**config.mk**
```make
export PLATFORM = sky130hd
export DESIGN_NAME = ringbuffer_frame_reader
export DESIGN_NICKNAME = d
export VERILOG_FILES = /design/src/rtl/ringbuffer_frame_reader_pkg.sv /design/src/rtl/ringbuffer_frame_reader_stream_out_reg.sv /design/src/rtl/ringbuffer_frame_reader.sv
export SDC_FILE = /design/constraint.sdc
export NUM_CORES = 1
export LEC_CHECK = 0
export ABC_CLOCK_PERIOD_IN_PS = 1820
export CORE_MARGIN = 5
export CORE_UTILIZATION = 46
export DETAILED_ROUTE_END_ITERATION = 16
export PLACE_DENSITY = 0.84
export SYNTH_ARGS = -nofsm -noshare
export SYNTH_HDL_FRONTEND = slang
export SYNTH_SLANG_ARGS = --single-unit
```
**constraint.sdc**
```tcl
create_clock -name clk -period 1.82 [get_ports clk]
set_clock_uncertainty 0.1 [all_clocks]
set_input_delay 0.273 -clock clk [delete_from_list [all_inputs] [get_ports clk]]
set_output_delay 0.273 -clock clk [all_outputs]
set_load 0.01 [all_outputs]
```
**src/rtl/ringbuffer_frame_reader_pkg.sv**
```systemverilog
// Shared definitions for the ringbuffer frame reader, the host-side decoder
// and the bench: FSM state encodings, default SYNC word and frame word offsets.
// Build option: RINGBUFFER_FRAME_CHECKSUM_EN adds the trailing CHK word.
package ringbuffer_frame_reader_pkg;

    // 3-bit state encodings, kept as plain localparams so non-SV tools can reuse them
    localparam logic [2:0] ST_IDLE    = 3'd0;
    localparam logic [2:0] ST_SYNC    = 3'd1;
    localparam logic [2:0] ST_PAYLOAD = 3'd2;
    localparam logic [2:0] ST_LEN     = 3'd3;
    localparam logic [2:0] ST_CHK     = 3'd4;

    typedef enum logic [2:0] {
        S_IDLE    = ST_IDLE,
        S_SYNC    = ST_SYNC,
        S_PAYLOAD = ST_PAYLOAD,
        S_LEN     = ST_LEN,
        S_CHK     = ST_CHK
    } state_e;

    localparam logic [7:0] DEF_SYNC = 8'hA5;

    // Word offsets within a frame carrying n payload words
    localparam int OFF_SYNC    = 0;
    localparam int OFF_PAYLOAD = 1;
`ifdef RINGBUFFER_FRAME_CHECKSUM_EN
    localparam int TRAILER_WORDS = 2;  // LEN + CHK
`else
    localparam int TRAILER_WORDS = 1;  // LEN only
`endif

    function automatic int len_offset(input int n);
        return OFF_PAYLOAD + n;
    endfunction

    function automatic int frame_words(input int n);
        return OFF_PAYLOAD + n + TRAILER_WORDS;
    endfunction

endpackage

```
**src/rtl/ringbuffer_frame_reader_stream_out_reg.sv**
```systemverilog
// stream_out_reg: single-entry valid/ready output register.
// Ports:
//   clk, rst_n        clock, synchronous active-low reset
//   wr_i              upstream presents a word this cycle (only honoured on load_o)
//   data_i, last_i    word and end-of-frame marker to register
//   ready_i           downstream accept
//   load_o            register can take a new word this cycle
//   valid_o, data_o, last_o   registered stream outputs
module stream_out_reg
    import ringbuffer_frame_reader_pkg::*;
#(
    parameter int WIDTH = 8
) (
    input  logic             clk,
    input  logic             rst_n,
    input  logic             wr_i,
    input  logic [WIDTH-1:0] data_i,
    input  logic             last_i,
    input  logic             ready_i,
    output logic             load_o,
    output logic             valid_o,
    output logic [WIDTH-1:0] data_o,
    output logic             last_o
);

    logic             valid_q;
    logic [WIDTH-1:0] data_q;
    logic             last_q;

    // Empty, or the current word leaves this cycle
    assign load_o = !valid_q || ready_i;

    always_ff @(posedge clk) begin
        if (!rst_n) begin
            valid_q <= 1'b0;
            data_q  <= '0;
            last_q  <= 1'b0;
        end else if (load_o) begin
            valid_q <= wr_i;
            last_q  <= wr_i && last_i;
            if (wr_i) data_q <= data_i;
        end
    end

    assign valid_o = valid_q;
    assign data_o  = data_q;
    assign last_o  = last_q;

endmodule

```
**src/rtl/ringbuffer_frame_reader.sv**
```systemverilog
// ringbuffer_frame_reader: drains a first-word-fall-through ringbuffer into
// framed packets (SYNC, payload, LEN[, CHK]) on a valid/ready word stream.
// A frame launches on rb_half_full or after TIMEOUT cycles of waiting data.
// Build option: RINGBUFFER_FRAME_CHECKSUM_EN appends CHK = -(payload+LEN),
// with out_last on CHK; otherwise out_last is on LEN.
// Ports:
//   clk, rst_n                       clock, synchronous active-low reset
//   rb_empty, rb_half_full, rb_data  ringbuffer read side (head word)
//   rb_pop                           combinational pop of the head word
//   out_valid, out_data, out_last, out_ready   output stream
//   frame_count                      completed frames, wraps at 2^16
module ringbuffer_frame_reader
    import ringbuffer_frame_reader_pkg::*;
#(
    parameter int             WIDTH   = 8,
    parameter int             MAX_LEN = 16,
    parameter int             TIMEOUT = 64,
    parameter logic [WIDTH-1:0] SYNC  = WIDTH'(DEF_SYNC)
) (
    input  logic             clk,
    input  logic             rst_n,
    input  logic             rb_empty,
    input  logic             rb_half_full,
    input  logic [WIDTH-1:0] rb_data,
    output logic             rb_pop,
    output logic             out_valid,
    output logic [WIDTH-1:0] out_data,
    output logic             out_last,
    input  logic             out_ready,
    output logic [15:0]      frame_count
);

    localparam int CW = $clog2(MAX_LEN + 1);
    localparam int TW = (TIMEOUT > 1) ? $clog2(TIMEOUT) : 1;

    state_e         state_q, state_d;
    logic [CW-1:0]  count_q, count_d;
    logic [TW-1:0]  timer_q, timer_d;
    logic [15:0]    fcnt_q, fcnt_d;
`ifdef RINGBUFFER_FRAME_CHECKSUM_EN
    logic [WIDTH-1:0] csum_q, csum_d;
`endif

    logic             load;
    logic             wr;
    logic [WIDTH-1:0] wdata;
    logic             wlast;
    logic             pop;
    logic [WIDTH-1:0] len_word;

    assign len_word = WIDTH'(count_q);

    always_ff @(posedge clk) begin
        if (!rst_n) begin
            state_q <= S_IDLE;
            count_q <= '0;
            timer_q <= '0;
            fcnt_q  <= '0;
`ifdef RINGBUFFER_FRAME_CHECKSUM_EN
            csum_q  <= '0;
`endif
        end else begin
            state_q <= state_d;
            count_q <= count_d;
            timer_q <= timer_d;
            fcnt_q  <= fcnt_d;
`ifdef RINGBUFFER_FRAME_CHECKSUM_EN
            csum_q  <= csum_d;
`endif
        end
    end

    always_comb begin
        state_d = state_q;
        count_d = count_q;
        timer_d = timer_q;
        fcnt_d  = fcnt_q;
`ifdef RINGBUFFER_FRAME_CHECKSUM_EN
        csum_d  = csum_q;
`endif
        wr    = 1'b0;
        wdata = '0;
        wlast = 1'b0;
        pop   = 1'b0;

        case (state_q)
            S_IDLE: begin
                // half_full and timeout together are still one trigger
                if (rb_half_full || (!rb_empty && timer_q == TW'(TIMEOUT - 1))) begin
                    state_d = S_SYNC;
                    timer_d = '0;
                end else if (rb_empty) begin
                    timer_d = '0;
                end else begin
                    timer_d = timer_q + TW'(1);
                end
            end
            S_SYNC: begin
                if (load) begin
                    wr      = 1'b1;
                    wdata   = SYNC;
                    count_d = '0;
`ifdef RINGBUFFER_FRAME_CHECKSUM_EN
                    csum_d  = '0;
`endif
                    state_d = S_PAYLOAD;
                end
            end
            S_PAYLOAD: begin
                // Underrun closes the frame short; count==0 && empty just waits
                if (count_q == CW'(MAX_LEN) || (rb_empty && count_q != '0)) begin
                    state_d = S_LEN;
                end else if (load && !rb_empty) begin
                    pop     = 1'b1;
                    wr      = 1'b1;
                    wdata   = rb_data;
                    count_d = count_q + CW'(1);
`ifdef RINGBUFFER_FRAME_CHECKSUM_EN
                    csum_d  = csum_q + rb_data;
`endif
                end
            end
            S_LEN: begin
                if (load) begin
                    wr    = 1'b1;
                    wdata = len_word;
`ifdef RINGBUFFER_FRAME_CHECKSUM_EN
                    csum_d  = csum_q + len_word;
                    state_d = S_CHK;
`else
                    wlast   = 1'b1;
                    fcnt_d  = fcnt_q + 16'd1;
                    state_d = S_IDLE;
`endif
                end
            end
`ifdef RINGBUFFER_FRAME_CHECKSUM_EN
            S_CHK: begin
                if (load) begin
                    wr      = 1'b1;
                    wdata   = '0 - csum_q;  // makes payload+LEN+CHK sum to zero
                    wlast   = 1'b1;
                    fcnt_d  = fcnt_q + 16'd1;
                    state_d = S_IDLE;
                end
            end
`endif
            default: state_d = S_IDLE;
        endcase
    end

    // Pop is gated by reset so nothing is consumed while rst_n is low
    assign rb_pop      = pop && rst_n;
    assign frame_count = fcnt_q;

    stream_out_reg #(.WIDTH(WIDTH)) u_out (
        .clk     (clk),
        .rst_n   (rst_n),
        .wr_i    (wr),
        .data_i  (wdata),
        .last_i  (wlast),
        .ready_i (out_ready),
        .load_o  (load),
        .valid_o (out_valid),
        .data_o  (out_data),
        .last_o  (out_last)
    );

endmodule

```
* Word level (Yosys, flattened, before mapping)
Cells that the tools add are included.
** Cells by class
- Reduce and logical (&&, ||, !) cells :: 18
- Muxes and demuxes :: 20
- Add/subtract/negate cells :: 3
- Eq/ne operators :: 11
** Operators with widths (number)
- $pmux 8 s3 :: 1
- $add 16x1->16 const B :: 1
- $mux 8 :: 2
- $mux 5 :: 3
- $mux 3 :: 4
- $mux 6 :: 2
- $ne 2x2->1 const B :: 6
- $pmux 3 s4 :: 1
- $pmux 5 s2 :: 1
- $reduce_and 4->1 :: 2
- $add 6x1->6 const B :: 1
- $eq 3x2->1 const B :: 2
- $eq 6x6->1 const B :: 1
- $add 5x1->5 const B :: 1
- $eq 5x5->1 const B :: 1
- $logic_and 1x1->1 :: 5
- $mux 1 :: 5
- $reduce_bool 5->1 :: 1
- $reduce_and 2->1 :: 2
- $eq 3x1->1 const B :: 1
- $logic_not 3->1 :: 1
- $logic_or 1x1->1 :: 3
- $logic_not 1->1 :: 2
- $pmux 1 s2 :: 1
- 2 further kinds :: 2
** Word-level totals
- Output and inout bits :: 27
- Register bits after elaboration :: 40

* Depth between registers and ports, before layout
Gate-level depths: netlist of the first run.
- Word-level depth :: 7
- Depth in mapped cells :: 8

* Modules after synthesis
From an unflattened synthesis of the first run, not the netlist that was laid out.
** Unflattened totals
- Cells, all modules :: 246
- Area total of the unflattened synthesis :: 2068.2 sq um
** By module, submodules not included
- ringbuffer_frame_reader :: cells an instance 203, times used 1, area each 1649.1 sq um
- stream_out_reg :: cells an instance 43, times used 1, area each 419.2 sq um

* Least setup slack after synthesis of the first run
OpenSTA, ideal clock, no wires.
- Kind :: register to register
- Start :: register state_q[1]
- End :: register timer_q[5]
- Setup time :: 60 ps
- Period minus slack after synthesis :: 1917 ps
- Stages on the path, launching flop included :: 7
- Data arrival time :: 1757 ps
- Setup slack :: -97 ps
- Buffers on the path :: 1
- Path through :: dfxtp_1 clkbuf_1 inv_1 ha_1 or3b_2 o311ai_0 and3_1
** On the way
- Longest elaborated chain between the ends :: 1
** RTL lines
- from (decl) :: line ringbuffer_frame_reader.sv:36 : state_e state_q, state_d;
- from (signal assigned) :: line ringbuffer_frame_reader.sv:63 : state_q <= state_d;
- $logic_not 3->1 :: line ringbuffer_frame_reader.sv:86 : case (state_q)
- to (signal assigned) :: line ringbuffer_frame_reader.sv:65 : timer_q <= timer_d;
- to (decl) :: line ringbuffer_frame_reader.sv:38 : logic [TW-1:0] timer_q, timer_d;
Every way passes these cells.
A chain may end at the register's enable or synchronous reset.

* Worst setup path after layout of the first run
- Start :: register state_q[0]
- End :: register u_out.data_q[2], in the netlist u_out.data_o[2]
** On the way
- Longest elaborated chain between the ends :: 4
** RTL lines
- $eq 3x2->1 or $eq 3x1->1 (tied branches) :: line ringbuffer_frame_reader.sv:86
- $reduce_or 2->1 (no line)
- $pmux 1 s2 :: line ringbuffer_frame_reader.sv:86
- $reduce_and 2->1 (no line)
- to (signal assigned) :: line ringbuffer_frame_reader_stream_out_reg.sv:41 : if (wr_i) data_q <= data_i;
- to (decl) :: line ringbuffer_frame_reader_stream_out_reg.sv:27 : logic [WIDTH-1:0] data_q;
Several ways; a longest one is shown, not always the timed one.

==> results_dict.tcl, run 1 <==
set metrics [dict create \
    clk_pin_slew_worst_paths_ns 0.07 \
    crit_path_top_delay_cell "a211o_4" \
    slowest_delay_ns 0.36 \
    end_kind "flop" \
    drive_gt1_share_pct 26.9 \
    synth_xor_xnor_area_share_pct 1.78 \
    drtIter0Drc 134 \
    fillers 292 \
    die_w_um 75.4 \
    grt_max_degree 30 \
    htree_levels 2 \
    cts_root_buf "clkbuf_8" \
    async_reset_ff_share_pct 0 \
    top_level_ports 40 \
    seqPwrFrac_pct 34.2 \
    synth_compound_gate_area_share_pct 22.0 \
    grt_pass1_wl_mm 8.78 \
    crit_chain "inv_1 -> ha_2 -> nor2b_4 -> buf_6 -> a211o_4 -> o211ai_1 -> o221a_1" \
    final_cell_mix "buf_4, clkdlybuf4s50_1, dfxtp_1, a21oi_1, nor2_1" \
    synth_top_cell_area_share_pct 39.7 \
    required_ns 1.96 \
    p_comb_share_pct 45.6 \
    grt_pass1_vias 1962 \
    gp_congestion 0.835 \
    cts_tree "done" \
    violations "negative setup slack" \
    vias 2062 \
    finalWorstSetupSlack_ns -0.0658 \
    wl_mm 5.75 \
    synthFlopType "dfxtp_1" \
    place_area_sq_um 2700 \
    arrival_ns 2.03 \
    grt_overflow_total 0 \
    port_buffers 39 \
    max_clock_freq_mhz 530 \
    timing.hold.ws_ns 0.264 \
    cp_max_fo 5 \
    clockBufferDepth 2 \
    insertion_delay_ns 0.30 \
    cts_hold_buffers 0 \
    switching_share_pct 34.2 \
    seq_area_frac_synth_pct 39.7 \
    post-route-period-util_pct 104 \
    synthAdderAreaFrac_pct 5.09 \
    cts_num_sinks 39 \
    synthTopCellsByArea "dfxtp_1, a21oi_1, ha_1" \
    yosysWarnings 0 \
    ant_nets 0 \
    period_needed_ns 1.89 \
    core_area_sq_um 4090 \
    synth_seq_cells 39 \
    rsz0062_at_grt "yes" \
    synth_mux_area_share_pct 2.04 \
    yosys.area_share.simple_pct 24.5 \
    synth.avg_cell_area_sq_um 8.48 \
    dpl.hpwl_mm 3.90 \
    powerDensity_nw_per_um2 1020 \
    diodes 0 \
    synth_cells 232 \
    maxCapViolCount 0 \
    wire_per_inst_um 16.0 \
    finalSetupTns_ns -0.220 \
    hold_viol_final 0 \
    power.internal_mw 1.98 \
    setup_viol 4 \
    cts_buffers 5 \
    leakagePower_nw 1.12 \
    syn-cell-area_sq_um 1970 \
    ir_drop_mv 0.699 \
    drc_errors 0 \
    p_sw_mw 1.03 \
    fp.dieH_um 75.4 \
    synth_top_family_by_area "simple AND/OR/NAND/NOR gates" \
    viasPerCell 5.74 \
    crit_type "reg2reg" \
    status "finished, violations left" \
    grtUsageTotal_pct 20.2 \
    synth_edf_count 0 \
    max_slew_margin_pct 69.8 \
    final_common_cell "buf_4" \
    synth_cell_types 47 \
    drv_slew 0 \
    placementRows 23 \
    fp.dieArea_sq_um 5680 \
    cp-start-kind "flop" \
    initial_utilization_pct 48.1 \
    antenna_found_initial 0 \
    nNetsFinal 330 \
    syn_nets 253 \
    hp-class "in2reg" \
    yosys.area.top_type "dfxtp_1" \
    worst_pin_slew_ns 0.450 \
    design_area_sq_um 2940 \
    drtPass1Iterations 4 \
    syn_to_final_growth_pct 49.6 \
    p_clk_share_pct 20.2 \
]
[layer usage]
layer | share of wire, % | global-route usage [%] | vias to the layer above
li1 | - | - | 1014
met1 | 43 | 24.6 | 978
met2 | 50 | 33.5 | 58
met3 | 5.0 | 3.43 | 12
met4 | 2.4 | 11.5 | 0
met5 | 0 | 0 | -
[worst paths after layout]
kind	startpoint	endpoint	slack, ns	depth (start not counted)
hold reg to reg	frame_count[15]$_SDFFE_PN0P_	frame_count[15]$_SDFFE_PN0P_	0.39	2
hold / removal	out_ready	u_out.valid_o$_SDFFE_PN0N_	0.26	4
setup reg to reg	state_q[0]$_SDFFE_PN0P_	u_out.data_o[2]$_SDFFE_PN0P_	-0.07	7
setup / recovery	state_q[0]$_SDFFE_PN0P_	u_out.data_o[2]$_SDFFE_PN0P_	-0.07	7
[Yosys cell counts (4+ instances only)]
library cell and instances:
o21ai_0 12, o31ai_1 5, nor2_1 16, clkbuf_1 8, o221a_1 4, nand2_1 15, or3_1 8, a211oi_1 4
mux2i_1 4, nand3_1 15, inv_1 11, and3_1 7, or4_1 4, ha_1 8, dfxtp_1 39, a21oi_1 25
nand4_1 4
[repair_timing]
item	4_1_cts	5_1_grt
gates resized for setup	13	22
hold endpoints to repair	0	0
endpoints found under the setup margin	18	27
pin swaps	6	10
gates cloned	0	0
buffers inserted	0	3
[registers in the layout (all words and copies together) (netlist names)]
signal	flops
u_out.last_o	1
count_q	5
timer_q	6
u_out.valid_o	1
frame_count	16
u_out.data_o	8
state_q	2
[power by group through the flow]
stage               Sequential, mW  Combinational [mW]  Clock [mW]
finish                        1.03                1.37       0.606
global route                  1.03                1.47       0.653
CTS                           1.01                1.20       0.613
detailed placement            1.03                1.12           0
global placement              1.02                1.09           0
floorplan                     1.06               0.537           0
[logic make-up after synthesis]
group                    Yosys count
multiplexers                       4
XOR/XNOR                           4
AO/OA/AOI/OAI                     66
AND/OR/NAND/NOR                   88
flip-flops                        39
adder cells (fa/ha/maj)            8
buffers and inverters             23
[stage by stage]
stage / worst slack (ns) / util (%) / power [mW] / instances
3_3_place_gp: -0.215 / 66.0 / 2.11 / 350
2_1_floorplan: 0.00251 / - / 1.59 / 232
3_5_place_dp: -0.275 / 66.0 / 2.14 / 350
4_1_cts: -0.0504 / 69.3 / 2.83 / 357
5_1_grt: -0.120 / 72.0 / 3.16 / 359
6_report: -0.0658 / 72.0 / 3.00 / 359
[layout make-up]
class	count	area (sq um)	area share [%]
multi-input cells	170	1240	42.3
flip-flops and latches	39	786	26.7
repair buffers	82	722	24.5
clock buffers	6	82.6	2.81
well taps	50	62.6	2.13
inverters	11	41.3	1.40
clock inverters	1	5.00	0.170
[critical path, delay by kind of cell (launching register included)]
family | cells | cell delay [ns]
adders and majority gates | 1 | 0.20
DFF | 1 | 0.34
AOI/OAI and AO/OA | 3 | 0.85
and+or+nand+nor | 1 | 0.14
buffers and inverters | 2 | 0.20
Power figures use the tool's default switching activity.
==> run 2, diff against run 1 <==
- PLACE_DENSITY: 0.84 -> not set
- PLACE_DENSITY_LB_ADDON: not set -> 0.08
==> run 2 against run 1 <==
Against the previous run: via count shrank 3.3%; the run still ends with negative setup slack left; total power shrank 1.6%; largest power group unchanged; critical endpoint is now u_out.data_o[5]$_SDFFE_PN0P_; count of clock-buffer cells in the layout is the same; die area is the same; register-to-register slack gained 0.06 ns; sequential share of layout area is essentially flat.
==> results_dict.tcl, run 2 (same netlist as run 1, synthesis figures left out) <==
set metrics [dict create \
    max_clock_freq_mhz 549 \
    required_ns 1.90 \
    ir_drop_mv 0.677 \
    slowest_delay_ns 0.36 \
    post-route-period-util_pct 100 \
    cp-start-kind "flop" \
    htree_levels 2 \
    wl_mm 5.18 \
    grt_pass1_wl_mm 8.76 \
    largest_reg_flops 16 \
    grt_max_degree 19 \
    grtUsageTotal_pct 19.8 \
    grt_pass1_vias 1928 \
    crit_type "reg2reg" \
    antenna_found_initial 0 \
    diodes 0 \
    p_sw_mw 0.953 \
    port_buffers 39 \
    place_inst 353 \
    cts_buffers 5 \
    finalNonFillerCells 364 \
    power.internal_mw 2.00 \
    die_w_um 75.4 \
    viasPerCell 5.48 \
    final_common_cell "buf_4" \
    placementRows 23 \
    crit_chain "inv_2 -> ha_2 -> nor2b_4 -> buf_6 -> a211o_4 -> and2_4 -> o221a_1" \
    status "finished, violations left" \
    grt_overflow_total 0 \
    rsz0062_at_grt "yes" \
    critPathTopFamily "compound AO/OA/AOI/OAI gates" \
    worst_pin_slew_ns 0.387 \
    initial_utilization_pct 48.1 \
    core_area_sq_um 4090 \
    powerDensity_nw_per_um2 1010 \
    hold_viol_final 0 \
    fp.dieArea_sq_um 5680 \
    vias 1994 \
    clockBufferDepth 2 \
    preCtsSetupSlack_ns -0.274 \
    drc_errors 0 \
    switching_share_pct 32.2 \
    cts_tree "done" \
    cts_hold_buffers 0 \
    ant_nets 0 \
    dpl.hpwl_mm 3.71 \
    drtPass1Iterations 4 \
    cts_root_buf "clkbuf_8" \
    seqPwrFrac_pct 34.4 \
    max_slew_margin_pct 74.1 \
    cp_max_fo 7 \
    nNetsFinal 335 \
    drive_gt1_share_pct 27.4 \
    violations "negative setup slack" \
    insertion_delay_ns 0.29 \
    setup_viol 1 \
    period_needed_ns 1.82 \
    leakagePower_nw 1.12 \
    p_comb_share_pct 45.7 \
    wire_per_inst_um 14.2 \
    hp-class "reg2reg" \
    arrival_ns 1.90 \
    fp.dieH_um 75.4 \
    finalWorstSetupSlack_ns -0.000958 \
    clk_pin_slew_worst_paths_ns 0.07 \
    maxCapViolCount 0 \
    top_level_ports 40 \
    drv_slew 0 \
    final_cell_mix "buf_4, clkdlybuf4s50_1, dfxtp_1, a21oi_1" \
    syn_to_final_growth_pct 49.5 \
    crit_path_top_delay_cell "a211o_4" \
    worst-path-buf-inv 2 \
    cts_num_sinks 39 \
    drtIter0Drc 117 \
    gp_congestion 0.854 \
    end_kind "flop" \
    p_clk_share_pct 19.9 \
    fillers 317 \
]
[run 2: what timing repair did]
action | CTS | global route
setup buffers | 0 | 4
endpoints found under the setup margin | 14 | 29
pin swaps | 0 | 10
gates resized for setup | 9 | 19
[run 2: power by group through the flow]
stage / clock network (mW) / logic, mW / registers (mW)
2_1_floorplan: 0 / 0.537 / 1.06
3_3_place_gp: 0 / 1.18 / 1.02
3_5_place_dp: 0 / 1.19 / 1.02
4_1_cts: 0.610 / 1.25 / 1.01
5_1_grt: 0.657 / 1.48 / 1.03
6_report: 0.590 / 1.35 / 1.02
[run 2: area by class of cell]
class	instances	area, sq um	area share, %
timing repair buffer	87	757	25.7
inverter	11	41.3	1.40
clock inverter	1	5.00	0.170
tap	50	62.6	2.13
sequential	39	786	26.7
multi-input combinational	170	1210	41.0
clock buffer	6	82.6	2.81
[run 2: per-stage QoR]
step / setup TNS, ns / cell area (sq um) / utilization [%] / hold slack [ns] / power (mW)
floorplan: 0 / 1990 / - / 0.336 / 1.59
finish: -0.000958 / 2940 / 72.0 / 0.358 / 2.96
detailed placement: -4.44 / 2720 / 66.5 / 0.350 / 2.21
global route: -0.253 / 2940 / 72.0 / 0.401 / 3.17
global placement: -4.09 / 2720 / 66.5 / 0.346 / 2.20
CTS: -0.327 / 2840 / 69.4 / 0.360 / 2.87
[run 2: worst paths after layout]
kind         slack, ns  cells past startpoint                            to                       from
max             -0.001                      7  u_out.data_o[5]$_SDFFE_PN0P_    state_q[0]$_SDFFE_PN0P_
min               0.36                      2     u_out.last_o$_SDFFE_PN0N_  u_out.last_o$_SDFFE_PN0N_
max reg2reg     -0.001                      7  u_out.data_o[5]$_SDFFE_PN0P_    state_q[0]$_SDFFE_PN0P_
min reg2reg       0.36                      2     u_out.last_o$_SDFFE_PN0N_  u_out.last_o$_SDFFE_PN0N_
[run 2: worst reg2reg max path, cell delays in order (launching register included)]
cell and delay (ns):
dfxtp_2 0.34, inv_2 0.04, ha_2 0.18, nor2b_4 0.13, buf_6 0.13, a211o_4 0.36, and2_4 0.18, o221a_1 0.24
[run 2: layer usage]
layer,global-route usage [%],wire length [um]
met5,0,0
met4,5.05,34
met3,5.15,256
met2,32.2,2480
met1,26.2,2410
